$ cat src/rtl/ddr_rd_arb_pkg.sv
// ddr_rd_arb_pkg: shared constants, the AR FSM state type and the AXI size
// helper used by the DDR read arbiter.
//   AXI_BURST_INCR / AXI_CACHE_DEF / AXI_RESP_OKAY : AXI4 encodings
//   ar_state_t                                      : AR FSM states
//   axsize(data_width)                              : log2 of bytes per beat
package ddr_rd_arb_pkg;

  localparam logic [1:0] AXI_BURST_INCR = 2'b01;
  localparam logic [3:0] AXI_CACHE_DEF  = 4'b0011;
  localparam logic [1:0] AXI_RESP_OKAY  = 2'b00;

  typedef enum logic {
    IDLE = 1'b0,
    ADDR = 1'b1
  } ar_state_t;

  // Bytes per beat as an AXI size code; 64-bit data gives 3.
  function automatic logic [2:0] axsize(input int data_width);
    logic [2:0] size;
    size = 3'd0;
    for (int i = 0; i < 8; i++) begin
      if ((data_width / 8) == (1 << i)) size = i[2:0];
    end
    return size;
  endfunction

endpackage

$ cat src/rtl/rr_arb2.sv
// rr_arb2: two-way round-robin arbiter with a registered last-grant pointer.
//   clk, rst : clock, asynchronous active-high reset
//   req[1:0] : request vector
//   gnt[1:0] : one-hot (or zero) grant, combinational from req
// After reset port 0 has priority; after any grant the other port does.
module rr_arb2 (
  input  logic       clk,
  input  logic       rst,
  input  logic [1:0] req,
  output logic [1:0] gnt
);
  import ddr_rd_arb_pkg::*;

  // 1 = port 1 won most recently, so port 0 is preferred on a tie.
  logic last_gnt;

  always_comb begin
    gnt = 2'b00;
    if (req[0] && (!req[1] || last_gnt)) gnt = 2'b01;
    else if (req[1])                     gnt = 2'b10;
  end

  always_ff @(posedge clk or posedge rst) begin
    if (rst)       last_gnt <= 1'b1;
    else if (|gnt) last_gnt <= gnt[1];
  end

endmodule

$ cat src/rtl/ddr_rd_arb.sv
// ddr_rd_arb: two-requester burst-read arbiter onto one AXI4 AR/R port.
//   aclk, areset            : clock, asynchronous active-high reset
//   rqN_valid/ready/addr/len: read command from requester N (ready = grant)
//   dtN_valid/ready/data/last/err : read beats routed back by RID
//   m_axi_ar* / m_axi_r*    : AXI4 master read address / data channels
//   bad_id                  : sticky, a beat arrived with an unexpected RID
//   dbg_state               : current AR FSM state
// Optional build macro DDR_RD_ARB_STATS_EN adds 32-bit wrapping counters
// stat_bursts0/1, stat_beats0/1 and stat_err.
//
// Handshakes: a transfer happens on a rising edge where valid and ready are
// both 1; valid never waits for ready, and payload is held while valid=1.
module ddr_rd_arb
  import ddr_rd_arb_pkg::*;
#(
  parameter int                  ID_WIDTH       = 6,
  parameter int                  DATA_WIDTH     = 64,
  parameter int                  B_BURST_LENGTH = 4,
  parameter logic [ID_WIDTH-1:0] ID0            = '0,
  parameter logic [ID_WIDTH-1:0] ID1            = ID_WIDTH'(1)
) (
  input  logic                      aclk,
  input  logic                      areset,
  input  logic                      rq0_valid,
  output logic                      rq0_ready,
  input  logic [31:0]               rq0_addr,
  input  logic [B_BURST_LENGTH-1:0] rq0_len,
  input  logic                      rq1_valid,
  output logic                      rq1_ready,
  input  logic [31:0]               rq1_addr,
  input  logic [B_BURST_LENGTH-1:0] rq1_len,
  output logic                      dt0_valid,
  input  logic                      dt0_ready,
  output logic [DATA_WIDTH-1:0]     dt0_data,
  output logic                      dt0_last,
  output logic                      dt0_err,
  output logic                      dt1_valid,
  input  logic                      dt1_ready,
  output logic [DATA_WIDTH-1:0]     dt1_data,
  output logic                      dt1_last,
  output logic                      dt1_err,
  output logic [ID_WIDTH-1:0]       m_axi_arid,
  output logic [31:0]               m_axi_araddr,
  output logic [B_BURST_LENGTH-1:0] m_axi_arlen,
  output logic [2:0]                m_axi_arsize,
  output logic [1:0]                m_axi_arburst,
  output logic                      m_axi_arlock,
  output logic [3:0]                m_axi_arcache,
  output logic [2:0]                m_axi_arprot,
  output logic [3:0]                m_axi_arqos,
  output logic                      m_axi_arvalid,
  input  logic                      m_axi_arready,
  input  logic [ID_WIDTH-1:0]       m_axi_rid,
  input  logic [DATA_WIDTH-1:0]     m_axi_rdata,
  input  logic [1:0]                m_axi_rresp,
  input  logic                      m_axi_rlast,
  input  logic                      m_axi_rvalid,
  output logic                      m_axi_rready,
  output logic                      bad_id,
`ifdef DDR_RD_ARB_STATS_EN
  output logic [31:0]               stat_bursts0,
  output logic [31:0]               stat_bursts1,
  output logic [31:0]               stat_beats0,
  output logic [31:0]               stat_beats1,
  output logic [31:0]               stat_err,
`endif
  output ar_state_t                 dbg_state
);

  ar_state_t                 state, state_nxt;
  logic [1:0]                outstanding, arb_req, gnt;
  logic                      ar_port;
  logic [ID_WIDTH-1:0]       ar_id;
  logic [31:0]               ar_addr;
  logic [B_BURST_LENGTH-1:0] ar_len;
  logic                      ar_hs, hit0, hit1;

  // Address bits below the beat size are ignored by design.
  logic unused_addr_bits;
  assign unused_addr_bits = ^{rq0_addr[2:0], rq1_addr[2:0]};

  // Eligibility uses the registered outstanding bits, so a burst finishing
  // this cycle only frees its requester for the next cycle.
  assign arb_req = (state == IDLE && !areset) ?
                   {rq1_valid & ~outstanding[1], rq0_valid & ~outstanding[0]} : 2'b00;

  rr_arb2 u_rr (
    .clk (aclk),
    .rst (areset),
    .req (arb_req),
    .gnt (gnt)
  );

  assign rq0_ready = gnt[0];
  assign rq1_ready = gnt[1];
  assign ar_hs     = (state == ADDR) && m_axi_arready;
  assign dbg_state = state;

  always_ff @(posedge aclk or posedge areset) begin
    if (areset) state <= IDLE;
    else        state <= state_nxt;
  end

  always_comb begin
    state_nxt     = state;
    m_axi_arvalid = 1'b0;
    case (state)
      IDLE: if (|gnt) state_nxt = ADDR;
      ADDR: begin
        m_axi_arvalid = 1'b1;
        if (m_axi_arready) state_nxt = IDLE;
      end
      default: state_nxt = IDLE;
    endcase
  end

  // AR payload is captured on the grant and held through the ADDR state.
  always_ff @(posedge aclk or posedge areset) begin
    if (areset) begin
      ar_port <= 1'b0;
      ar_id   <= '0;
      ar_addr <= '0;
      ar_len  <= '0;
    end else if (|gnt) begin
      ar_port <= gnt[1];
      ar_id   <= gnt[1] ? ID1 : ID0;
      ar_addr <= gnt[1] ? {rq1_addr[31:3], 3'b000} : {rq0_addr[31:3], 3'b000};
      ar_len  <= gnt[1] ? rq1_len : rq0_len;
    end
  end

  assign m_axi_arid    = ar_id;
  assign m_axi_araddr  = ar_addr;
  assign m_axi_arlen   = ar_len;
  assign m_axi_arsize  = axsize(DATA_WIDTH);
  assign m_axi_arburst = AXI_BURST_INCR;
  assign m_axi_arlock  = 1'b0;
  assign m_axi_arcache = AXI_CACHE_DEF;
  assign m_axi_arprot  = 3'b000;
  assign m_axi_arqos   = 4'b0000;

  // A beat belongs to a requester only while that requester has a burst in
  // flight; anything else (including leftovers from before a reset) is
  // swallowed so the slave can never stall on it.
  assign hit0 = (m_axi_rid == ID0) && outstanding[0];
  assign hit1 = (m_axi_rid == ID1) && outstanding[1];

  always_comb begin
    m_axi_rready = 1'b1;
    if (hit0)      m_axi_rready = dt0_ready;
    else if (hit1) m_axi_rready = dt1_ready;
  end

  assign dt0_valid = m_axi_rvalid & hit0;
  assign dt0_data  = m_axi_rdata;
  assign dt0_last  = m_axi_rlast & hit0;
  assign dt0_err   = hit0 & (m_axi_rresp != AXI_RESP_OKAY);
  assign dt1_valid = m_axi_rvalid & hit1;
  assign dt1_data  = m_axi_rdata;
  assign dt1_last  = m_axi_rlast & hit1;
  assign dt1_err   = hit1 & (m_axi_rresp != AXI_RESP_OKAY);

  // Set and clear never target the same bit in one cycle: a bit is set only
  // while clear and cleared only while set.
  always_ff @(posedge aclk or posedge areset) begin
    if (areset) begin
      outstanding <= 2'b00;
    end else begin
      if (ar_hs) outstanding[ar_port] <= 1'b1;
      if (dt0_valid && dt0_ready && dt0_last) outstanding[0] <= 1'b0;
      if (dt1_valid && dt1_ready && dt1_last) outstanding[1] <= 1'b0;
    end
  end

  always_ff @(posedge aclk or posedge areset) begin
    if (areset)                            bad_id <= 1'b0;
    else if (m_axi_rvalid && !hit0 && !hit1) bad_id <= 1'b1;
  end

`ifdef DDR_RD_ARB_STATS_EN
  always_ff @(posedge aclk or posedge areset) begin
    if (areset) begin
      stat_bursts0 <= '0;
      stat_bursts1 <= '0;
      stat_beats0  <= '0;
      stat_beats1  <= '0;
      stat_err     <= '0;
    end else begin
      if (ar_hs && !ar_port) stat_bursts0 <= stat_bursts0 + 32'd1;
      if (ar_hs &&  ar_port) stat_bursts1 <= stat_bursts1 + 32'd1;
      if (dt0_valid && dt0_ready) stat_beats0 <= stat_beats0 + 32'd1;
      if (dt1_valid && dt1_ready) stat_beats1 <= stat_beats1 + 32'd1;
      if ((dt0_valid && dt0_ready && dt0_err) || (dt1_valid && dt1_ready && dt1_err))
        stat_err <= stat_err + 32'd1;
    end
  end
`endif

endmodule

$ cat config.mk
export PLATFORM = sky130hd
export DESIGN_NAME = ddr_rd_arb
export DESIGN_NICKNAME = d
export VERILOG_FILES = /design/src/rtl/ddr_rd_arb_pkg.sv /design/src/rtl/rr_arb2.sv /design/src/rtl/ddr_rd_arb.sv
export SDC_FILE = /design/constraint.sdc
export NUM_CORES = 1
export LEC_CHECK = 0
export ABC_AREA = 1
export BUFFER_PORTS_ARGS = -buffer_cell sky130_fd_sc_hd__clkbuf_2
export CAP_MARGIN = 20
export CORE_AREA = 4 4 133 135
export DETAILED_ROUTE_END_ITERATION = 8
export DIE_AREA = 0 0 137 139
export PLACE_DENSITY = 0.64
export SYNTH_ARGS = -nofsm -noshare
export SYNTH_HDL_FRONTEND = slang
export SYNTH_SLANG_ARGS = --single-unit
$ cat constraint.sdc
create_clock -name aclk -period 1.65 [get_ports aclk]
set_input_delay 0.0825 -clock aclk [delete_from_list [all_inputs] [get_ports aclk]]
set_output_delay 0.0825 -clock aclk [all_outputs]
set_load 0.1 [all_outputs]
# Yosys cells after proc, flatten, opt, wreduce, memory -nomap -nowiden
# Cells that the tools add are included.
[totals]
ff_bits = 48
out_inout_bits = 199
inputBits = 153
[op_classes]
muxes = 17
n_lt_le_gt_ge = 2
reduce_logical = 22
bitwise_logic = 12
n_eq_ne = 1
[op_table]
columns = ["cell", "count"]
rows = [
  ["32-bit two-way mux", 1],
  ["1-bit logical AND", 12],
  ["1-bit two-way mux", 9],
  ["1-bit bitwise AND", 8],
  ["2-bit two-way mux", 4],
  ["6-bit by 1-bit equality test with 1-bit output (second input constant)", 1],
  ["6-bit zero test", 1],
  ["2-bit nonzero test", 3],
  ["1-bit zero test", 4],
  ["4-bit two-way mux", 1],
  ["1-bit NOT", 3],
  ["1-bit by 2-bit < comparator with 1-bit output (second input constant)", 1],
  ["2-bit OR", 1],
  ["1-bit one-hot mux with 2 select lines", 1],
  ["2-bit OR reduction", 1],
  ["1-bit demux with 1-bit select", 1],
  ["1-bit greater-or-equal comparator (second input constant)", 1],
  ["1-bit logical OR", 1],
]

# Logic depth before layout (Yosys ltp)
# Gate-level depths: netlist (run 1).
[depth]
depth_word = 10
mapped_depth = 8
mapped_depth_nobuf = 7

# By module
# From an unflattened synthesis (run 1), not the netlist that was laid out.
[unflattened]
hier_cells = 405
area_unflattened_um2 = 3125.5
[modules_own_cells]
columns = ["mod", "n_inst", "area_per_inst_um2", "cells_each", "seq_area_each_um2"]
rows = [
  ["ddr_rd_arb", 1, 3067.9, 398, 950.9],
  ["rr_arb2", 1, 57.6, 7, 26.3],
]

# Worst setup path before layout (run 1)
# Ideal clock, no wire load.
[synth_path]
kind = "flip-flop to output port"
from = "register state, in the netlist dbg_state"
to = "output rq1_ready"
stages_incl_launch_ff = 7
arrival_ns = 2.129
slack_ns = -0.562
required_ns = 1.567
path_cell_list = "dfrtp_1 > nor2_4 > nand2_2 > inv_4 > o21ai_4 > buf_6 > inv_1"
[synth_between]
elab_chain_len = 7
[synth_rtl]
columns = ["item", "line", "text"]
rows = [
  ["start: declaration", "ddr_rd_arb.sv:70", "ar_state_t state, state_nxt;"],
  ["start signal: assignment", "ddr_rd_arb.sv:101", "else state <= state_nxt;"],
  ["1-bit NOT (*)", "--", ""],
  ["1-bit logical AND (*)", "ddr_rd_arb.sv:84", "assign arb_req = (state == IDLE && !areset) ?"],
  ["2-bit two-way mux (*)", "ddr_rd_arb.sv:84", ""],
  ["1-bit zero test", "rr_arb2.sv:19", "if (req[0] && (!req[1] || last_gnt)) gnt = 2'b01;"],
  ["1-bit logical OR", "rr_arb2.sv:19", ""],
  ["1-bit logical AND", "rr_arb2.sv:19", ""],
  ["2-bit two-way mux (*)", "rr_arb2.sv:19", ""],
  ["end: declaration", "ddr_rd_arb.sv:29", "output logic rq1_ready,"],
]
# Every way passes the cells marked *; elsewhere a longest branch is shown, timed or not.

# Final worst setup path (run 1)
# Ends and elaborated chain as after synthesis.

==> summary.txt, run 1 <==
Outcome
  • Status: completed

Die
  • Die W: 137 um
  • Die height: 139 um
  • IO Pins: 352
  • Core Rows: 47
  • Initial Utilization: 20.9%
  • Die area: 19000 sq um
  • Core Area: 16500 sq um

Setup path
  • CP arrival: 1.56 ns
  • Buf/Inv on CP: 3
  • CP Launch Type: flip-flop
  • Worst path max stage delay: 0.49 ns
  • Crit-path leading delay family: flip-flops
  • Slowest CP cell: dfrtp_4
  • CP required: 1.57 ns
  • Worst path cell trace: nor2_4 > nand2_4 > o21ai_4 > buf_8 > clkinvlp_4 > buf_12
  • CP endpoint kind: primary output
  • Crit-path max FO: 5
  • Critical path type: reg2out

Logic synthesis
  • Synth top area cells: buf_4 (34%), dfrtp_1 (28%), nand3_1 (10%), nand2_1 (8.3%), inv_1 (5.8%)
  • Number of synthesized register bits: 39
  • Post-synth ARST share: 100%
  • Post-synth cell types: 23
  • Number of synthesized flops with an enable pin: 0
  • Post-synth top flop: dfrtp_1
  • Mapped Avg Cell Area: 7.19 sq um
  • Top cell type's share of synthesized area: 34.4%
  • Sequential cell area fraction in the yosys report: 28.4%
  • Cells after synthesis: 479
  • Cell taking the most area after synthesis: buf_4
  • Synth warnings: 0
  • Mapped cell area: 3440 sq um

STA
  • Achievable Freq: 608 MHz
  • Worst slew margin: 61.9%
  • Final Hold Vio Count: 0
  • RSZ-0062 raised after global routing: yes
  • Least-Margin Pin Slew: 0.573 ns
  • Worst hold slack: 0.0299 ns
  • Final min period: 1.64 ns
  • Max Slew Vio Count: 0
  • Skew final: 0.00945 ns
  • Finish-stage setup viols: 0
  • Final period utilization: 99.6%

Clocking
  • Clock slew at reported path FFs: 0.07 ns
  • CTS Root Cell: clkbuf_16
  • Clock sinks: 39
  • H-Tree Depth: 2
  • CTS Buf Count: 5
  • Clock latency on the worst-skew pair: 0.29 ns
  • CTS tree: yes
  • Clk buf depth: 2

Power
  • P per Cell Area: 2130 nW/um^2
  • VDD IR max: 1.89 mV
  • Pleak: 2.00 nW
  • Tot Pwr: 7.92 mW

Flow run
  • Max cap viols: 0

Route
  • Drt total wl: 10.3 mm
  • DRC Markers: 0
  • Vias: 2751
  • Routed len/inst: 14.7 um
  • Final antenna-violating net count: 0
  • 1st-pass router iterations: 6
  • Initial DRC count: 78
  • Drt via density: 3.90

Placement
  • GPL Wtd Cong: 0.703
  • Placed Cells incl. Taps: 690
  • Post-DP HPWL: 7.76 mm
  • Port Buf Inserts: 128

Final layout
  • Multi-input gate area: 1110 sq um
  • Fin nets: 638
  • Non-Filler Instances: 706
  • # fillers: 1887
  • Area grow syn2layout: 8.25%
  • ANT cells: 0
  • Register area: 982 sq um
  • Layout cells sized above 1: 37.0%

Global route
  • Largest net degree at the start of global routing: 24
  • Vias in the first global route: 2723
  • First-pass GRT wire length: 15.1 mm
  • Antenna violations before repair: 0
  • GR Util All Layers: 10.5%
  • Grt ovf: 0

Worst hold path
  • Hold crit path type: in2reg
==> Yosys cell counts (2+ instances only) <==
cell type  number
inv_1          53
o21ai_0         4
clkbuf_1        2
nor2_1         16
buf_2          10
nand4_1         2
buf_6           3
dfrtp_1        38
nand2_2         2
nand3_1        70
inv_2           2
buf_4         158
a21oi_1        33
conb_1          2
nand2_1        76
==> worst min-delay path, delay by kind of cell <==
kind / cells / cell delay [ns]
and+or+nand+nor: 2 / 0.14
buffers and inverters: 1 / 0.07
==> path summary, 6_finish.rpt <==
path	start	endpoint	slack (ns)	cells past startpoint
worst min register to register	bad_id$_DFFE_PP0P_	bad_id$_DFFE_PP0P_	0.47	2
worst max-delay path	dbg_state$_DFF_PP0_	rq1_ready	0.006	6
max in group asynchronous	areset	u_rr.last_gnt$_DFFE_PP1P_	0.69	4
worst min-delay path	rq1_addr[24]	m_axi_araddr[24]$_DFFE_PP0P_	0.03	3
worst max register to register	dbg_state$_DFF_PP0_	m_axi_araddr[23]$_DFFE_PP0P_	0.12	7
min in group asynchronous	areset	dbg_state$_DFF_PP0_	0.41	3
==> stage by stage <==
step / worst slack, ns / util, % / instance area (sq um) / setup TNS (ns)
after floorplan: -0.359 / - / 3560 / -1.21
after global placement: 0.0946 / 20.8 / 3430 / 0
after detailed placement: 0.0627 / 20.8 / 3430 / 0
after CTS: -0.0465 / 22.2 / 3660 / -0.0490
after global routing: -0.0697 / 22.6 / 3730 / -0.117
final: 0.00639 / 22.6 / 3730 / 0
==> layout by cell type, fill, tap and decap left out <==
master	count
inv_2	4
nand3_1	69
dlygate4sd3_1	1
a21oi_1	33
dfrtp_4	1
inv_6	2
dfrtp_2	1
nand2_1	76
inv_1	49
buf_4	15
buf_8	1
nand4_1	2
a31o_2	1
nand3_2	1
nand3b_1	1
bufinv_16	1
nand2_8	1
nand2_4	1
clkbuf_16	5
clkbuf_2	119
nor2_4	3
buf_12	10
clkinvlp_4	3
nand2_2	1
dfstp_2	1
o21ai_1	1
o21ai_0	3
conb_1	25
o21a_1	1
buf_6	3
o21ai_4	1
nor2_2	5
dfrtp_1	36
nor2_1	9
==> layer usage <==
layer	track usage, %	vias to the layer above	part of all wire [%]
met4	6.62	0	5.3
li1	-	1314	-
met2	16.9	174	47
met3	4.57	48	11
met1	11.2	1215	37
met5	0	-	0
==> where the power goes <==
group	internal, mW	total, mW	switching (mW)
registers	1.43	1.72	0.289
logic	0.721	5.03	4.31
clock network	0.720	1.17	0.453
==> sequential cells by signal, indices dropped and copies added, names as in the netlist <==
signal,count
ar_port,1
bad_id,1
dbg_state,1
m_axi_araddr,29
m_axi_arlen,4
outstanding,2
u_rr.last_gnt,1
==> repair_timing <==
| item | 4_1_cts | 5_1_grt |
|---|---|---|
| pin swaps | 2 | 4 |
| resized for setup | 8 | 11 |
| endpoints found under the hold margin | 16 | 0 |
| gates cloned | 0 | 0 |
| endpoints found under the setup margin | 4 | 9 |
| hold buffers | 1 | 0 |
| setup buffers | 3 | 4 |
==> cells by family (layout without fill, tap and decap cells) <==
group,count (synthesis),after routing,synth area share [%]
AOI/OAI and AO/OA,40,40,6.32
buffers and inverters,229,213,43.3
DFF,39,39,28.4
other,2,25,0.218
and+or+nand+nor,169,169,21.8
==> cell type report <==
type | instances | area share, %
repair buffers | 149 | 25.9
well taps | 220 | 7.39
inverters | 56 | 5.98
flip-flops and latches | 39 | 26.4
clock inverters | 3 | 1.24
multi-input cells | 234 | 29.7
clock buffers | 5 | 3.36
Power figures use the tool's default switching activity.
==> inputs of run 2 (changes only) <==
ABC_AREA = default   (was 1)
CORE_AREA = 4 4 134 136   (was 4 4 133 135)
DIE_AREA = 0 0 138 140   (was 0 0 137 139)
PLACE_DENSITY = 0.61   (was 0.64)
==> summary.txt, run 2 <==
Final layout
  • Most frequent cells in the layout: clkbuf_2 (119), dfrtp_1 (37), nand3b_1 (33)
  • Final instance area: 3420 sq um (-8.4%)
  • # fillers: 1877 (-0.53%)
  • ANT cells: 0 (unchanged)
  • Layout cells sized above 1: 53.7% (+17 points)
  • Max reg flops: 29 (unchanged)
  • Area grow syn2layout: 10.4%
  • Commonest non-fill, non-tap cell in the layout: clkbuf_2
  • Fin util: 20.2% (-2.5 points)
  • Fin nets: 476 (-25%)

STA
  • Worst slew margin: 61.7% (-0.27 points)
  • Final setup slack of the worst path: -0.300 ns (-0.306 ns)
  • RSZ-0062 raised after global routing: yes
  • Achievable Freq: 513 MHz (-16%)
  • Least-Margin Pin Slew: 0.577 ns (+0.00401 ns)
  • Max Slew Vio Count: 0 (unchanged)
  • Final Hold Vio Count: 0 (unchanged)
  • Final period utilization: 118% (+19 points)
  • Finish-stage setup viols: 35 (+35)
  • Final min period: 1.95 ns (+0.306 ns)
  • Skew final: 0.0114 ns (+0.00197 ns)

Logic synthesis
  • Cells after synthesis: 318 (-34%)
  • Cell taking the most area after synthesis: buf_4
  • Most common cell in the netlist: buf_4
  • Top cell type's share of synthesized area: 37.6% (+3.2 points)
  • Post-synth cell types: 33 (+43%)
  • Mapped Avg Cell Area: 9.73 sq um (+35%)
  • Number of synthesized register bits: 39 (unchanged)
  • Synth top area cells: buf_4 (38%), dfrtp_1 (31%), o221a_1 (11%), nand3b_1 (8.0%), buf_6 (1.5%)
  • Synth warnings: 0 (unchanged)
  • Mapped cell area: 3090 sq um (-10%)
  • Top cells by count, synth: buf_4 (155), dfrtp_1 (38), nand3b_1 (33)
  • Post-synth ARST share: 100% (unchanged)
  • Post-synth top flop: dfrtp_1
  • Number of synthesized flops with an enable pin: 0 (unchanged)
  • Sequential cell area fraction in the yosys report: 31.6% (+3.2 points)

Power
  • Clock Power Share: 12.6% (-2.2 points)
  • Net Sw Frac: 61.0% (-2.7 points)
  • Seq pwr share: 21.3% (-0.4 points)
  • Pleak: 1.55 nW (-22%)
  • Internal power: 3.03 mW (+5.3%)
  • VDD IR max: 1.06 mV (-44%)
  • Net switching power: 4.74 mW (-6.1%)
  • Logic pwr share: 66.1% (+2.6 points)
  • P per Cell Area: 2270 nW/um^2 (+7.0%)

Die
  • Initial Utilization: 18.3% (-2.6 points)
  • Core Rows: 48 (+2.1%)
  • Die area: 19300 sq um (+1.5%)
  • Core Area: 16900 sq um (+2.9%)
  • Die height: 140 um (+0.72%)
  • IO Pins: 352 (unchanged)
  • Die W: 138 um (+0.73%)

Global route
  • GR Util met1: 9.83% (-1.4 points)
  • Vias in the first global route: 2239 (-18%)
  • First-pass GRT wire length: 12.8 mm (-16%)
  • GRT Max-Usage Layer: met2
  • Met2 usage: 13.4% (-3.5 points)
  • Largest net degree at the start of global routing: 37 (+54%)
  • Antenna violations before repair: 2 (+2)
  • Met3 Resource Use GR: 3.48% (-1.1 points)
  • Grt ovf: 0 (unchanged)
  • GR Util All Layers: 8.60% (-1.9 points)

Setup path
  • CP required: 1.57 ns (about the same)
  • Crit-path max FO: 3 (-2)
  • CP endpoint kind: primary output
  • CP arrival: 1.87 ns (+0.31 ns)
  • CP Launch Type: flip-flop
  • Critical path type: reg2out

Placement
  • Port Buf Inserts: 128 (unchanged)
  • GPL Wtd Cong: 0.682 (-3.0%)
  • Placed Area: 3180 sq um (-7.3%)
  • Post-Place Setup Slack: -0.346 ns (-0.409 ns)
  • Post-DP HPWL: 6.29 mm (-19%)

Clocking
  • Clk buf depth: 2 (unchanged)
  • Clock slew at reported path FFs: 0.07 ns (about the same)
  • CTS tree: yes
  • H-Tree Depth: 2 (unchanged)
  • Clock sinks: 39 (unchanged)
  • Clock latency on the worst-skew pair: 0.29 ns (about the same)
  • CTS Root Cell: clkbuf_16
  • CTS Buf Count: 5 (unchanged)

Route
  • DRC Markers: 0 (unchanged)
  • Final antenna-violating net count: 0 (unchanged)
  • Routed len/inst: 15.8 um (+7.8%)
  • Vias: 2072 (-25%)
  • Initial DRC count: 86 (+10%)
  • Drt total wl: 8.67 mm (-16%)
  • Drt via density: 3.77 (-3.1%)
  • 1st-pass router iterations: 5 (-1)

Outcome
  • Status: finished, violations left
  • Failing checks: negative setup slack

Worst hold path
  • Hold crit path type: in2reg

Flow run
  • Max cap viols: 0 (unchanged)
-- run 2: cell types whose count changed after synthesis, moves of 5 or more --
| cell | before | now |
|---|---|---|
| inv_1 | 53 | 5 |
| nor2_1 | 16 | 3 |
| buf_1 | 0 | 5 |
| nand3_1 | 70 | 1 |
| nand2_1 | 76 | 7 |
| nand3b_1 | 1 | 33 |
| o221a_1 | 0 | 29 |
| a21oi_1 | 33 | 0 |
-- run 2: cells by family after synthesis --
logic type             synth area share [%]
buffers and inverters                  41.4
AO/OA/AOI/OAI                          14.2
AND/OR/NAND/NOR                        12.6
other                                 0.243
flip-flops                             31.6
-- run 2: final cells by class --
| class | instances | area (sq um) | share of cell area (%) |
|---|---|---|---|
| clock inverter | 3 | 15.0 | 0.440 |
| multi-input combinational | 126 | 1010 | 29.6 |
| inverter | 5 | 26.3 | 0.769 |
| tap | 225 | 282 | 8.24 |
| clock buffer | 5 | 125 | 3.66 |
| sequential | 39 | 981 | 28.7 |
| timing repair buffer | 146 | 977 | 28.6 |
-- run 2: routing by layer --
metal	wire length [um]	up-vias	part of all wire (%)
li1	-	931	-
met1	3300	965	38
met2	4040	121	47
met3	892	51	10
met5	26	-	0.30
met4	413	4	4.8
-- run 2: what timing repair did --
item                                   4_1_cts  5_1_grt
hold buffers                                 2        0
cloned                                       0        0
setup endpoints to repair                   40       38
buffers inserted                             5        2
pin swaps                                    2        1
endpoints found under the hold margin       21        0
resized for setup                            7       10
-- run 2: worst paths after layout --
kind	to	slack, ns	cells after the start	start
worst min register to register	bad_id$_DFFE_PP0P_	0.51	1	bad_id$_DFFE_PP0P_
max in group asynchronous	u_rr.last_gnt$_DFFE_PP1P_	0.83	5	areset
worst min-delay path	outstanding[1]$_DFFE_PP0P_	0.03	2	dt1_ready
min in group asynchronous	m_axi_araddr[31]$_DFFE_PP0P_	0.52	5	areset
worst max-delay path	rq0_ready	-0.30	5	dbg_state$_DFF_PP0_
worst max register to register	m_axi_araddr[3]$_DFFE_PP0P_	-0.28	5	dbg_state$_DFF_PP0_
-- run 2: power groups by stage --
stage	sequential (mW)	combinational [mW]	clock (mW)
finish	1.65	5.14	0.981
global route	1.72	5.32	1.08
CTS	1.65	5.16	1.05
floorplan	4.50	2.92	0
global placement	1.66	5.09	0
detailed placement	1.64	5.14	0
-- run 2: metrics by stage --
stage	TNS, ns	power, mW	hold slack [ns]	cells
after floorplan	-16.03	7.42	0.202	341
after global placement	-11.23	6.75	0.166	535
after detailed placement	-11.42	6.78	0.166	535
after CTS	-8.36	7.86	0.0128	549
after global routing	-9.96	8.11	0.0428	549
final	-8.38	7.77	0.0332	549
-- run 2: worst max-delay path, stage by stage (launching register included) --
cell	delay, ns
dfrtp_4	0.47
or4b_4	0.49
or2_4	0.26
buf_12	0.13
clkinvlp_4	0.07
buf_12	0.16
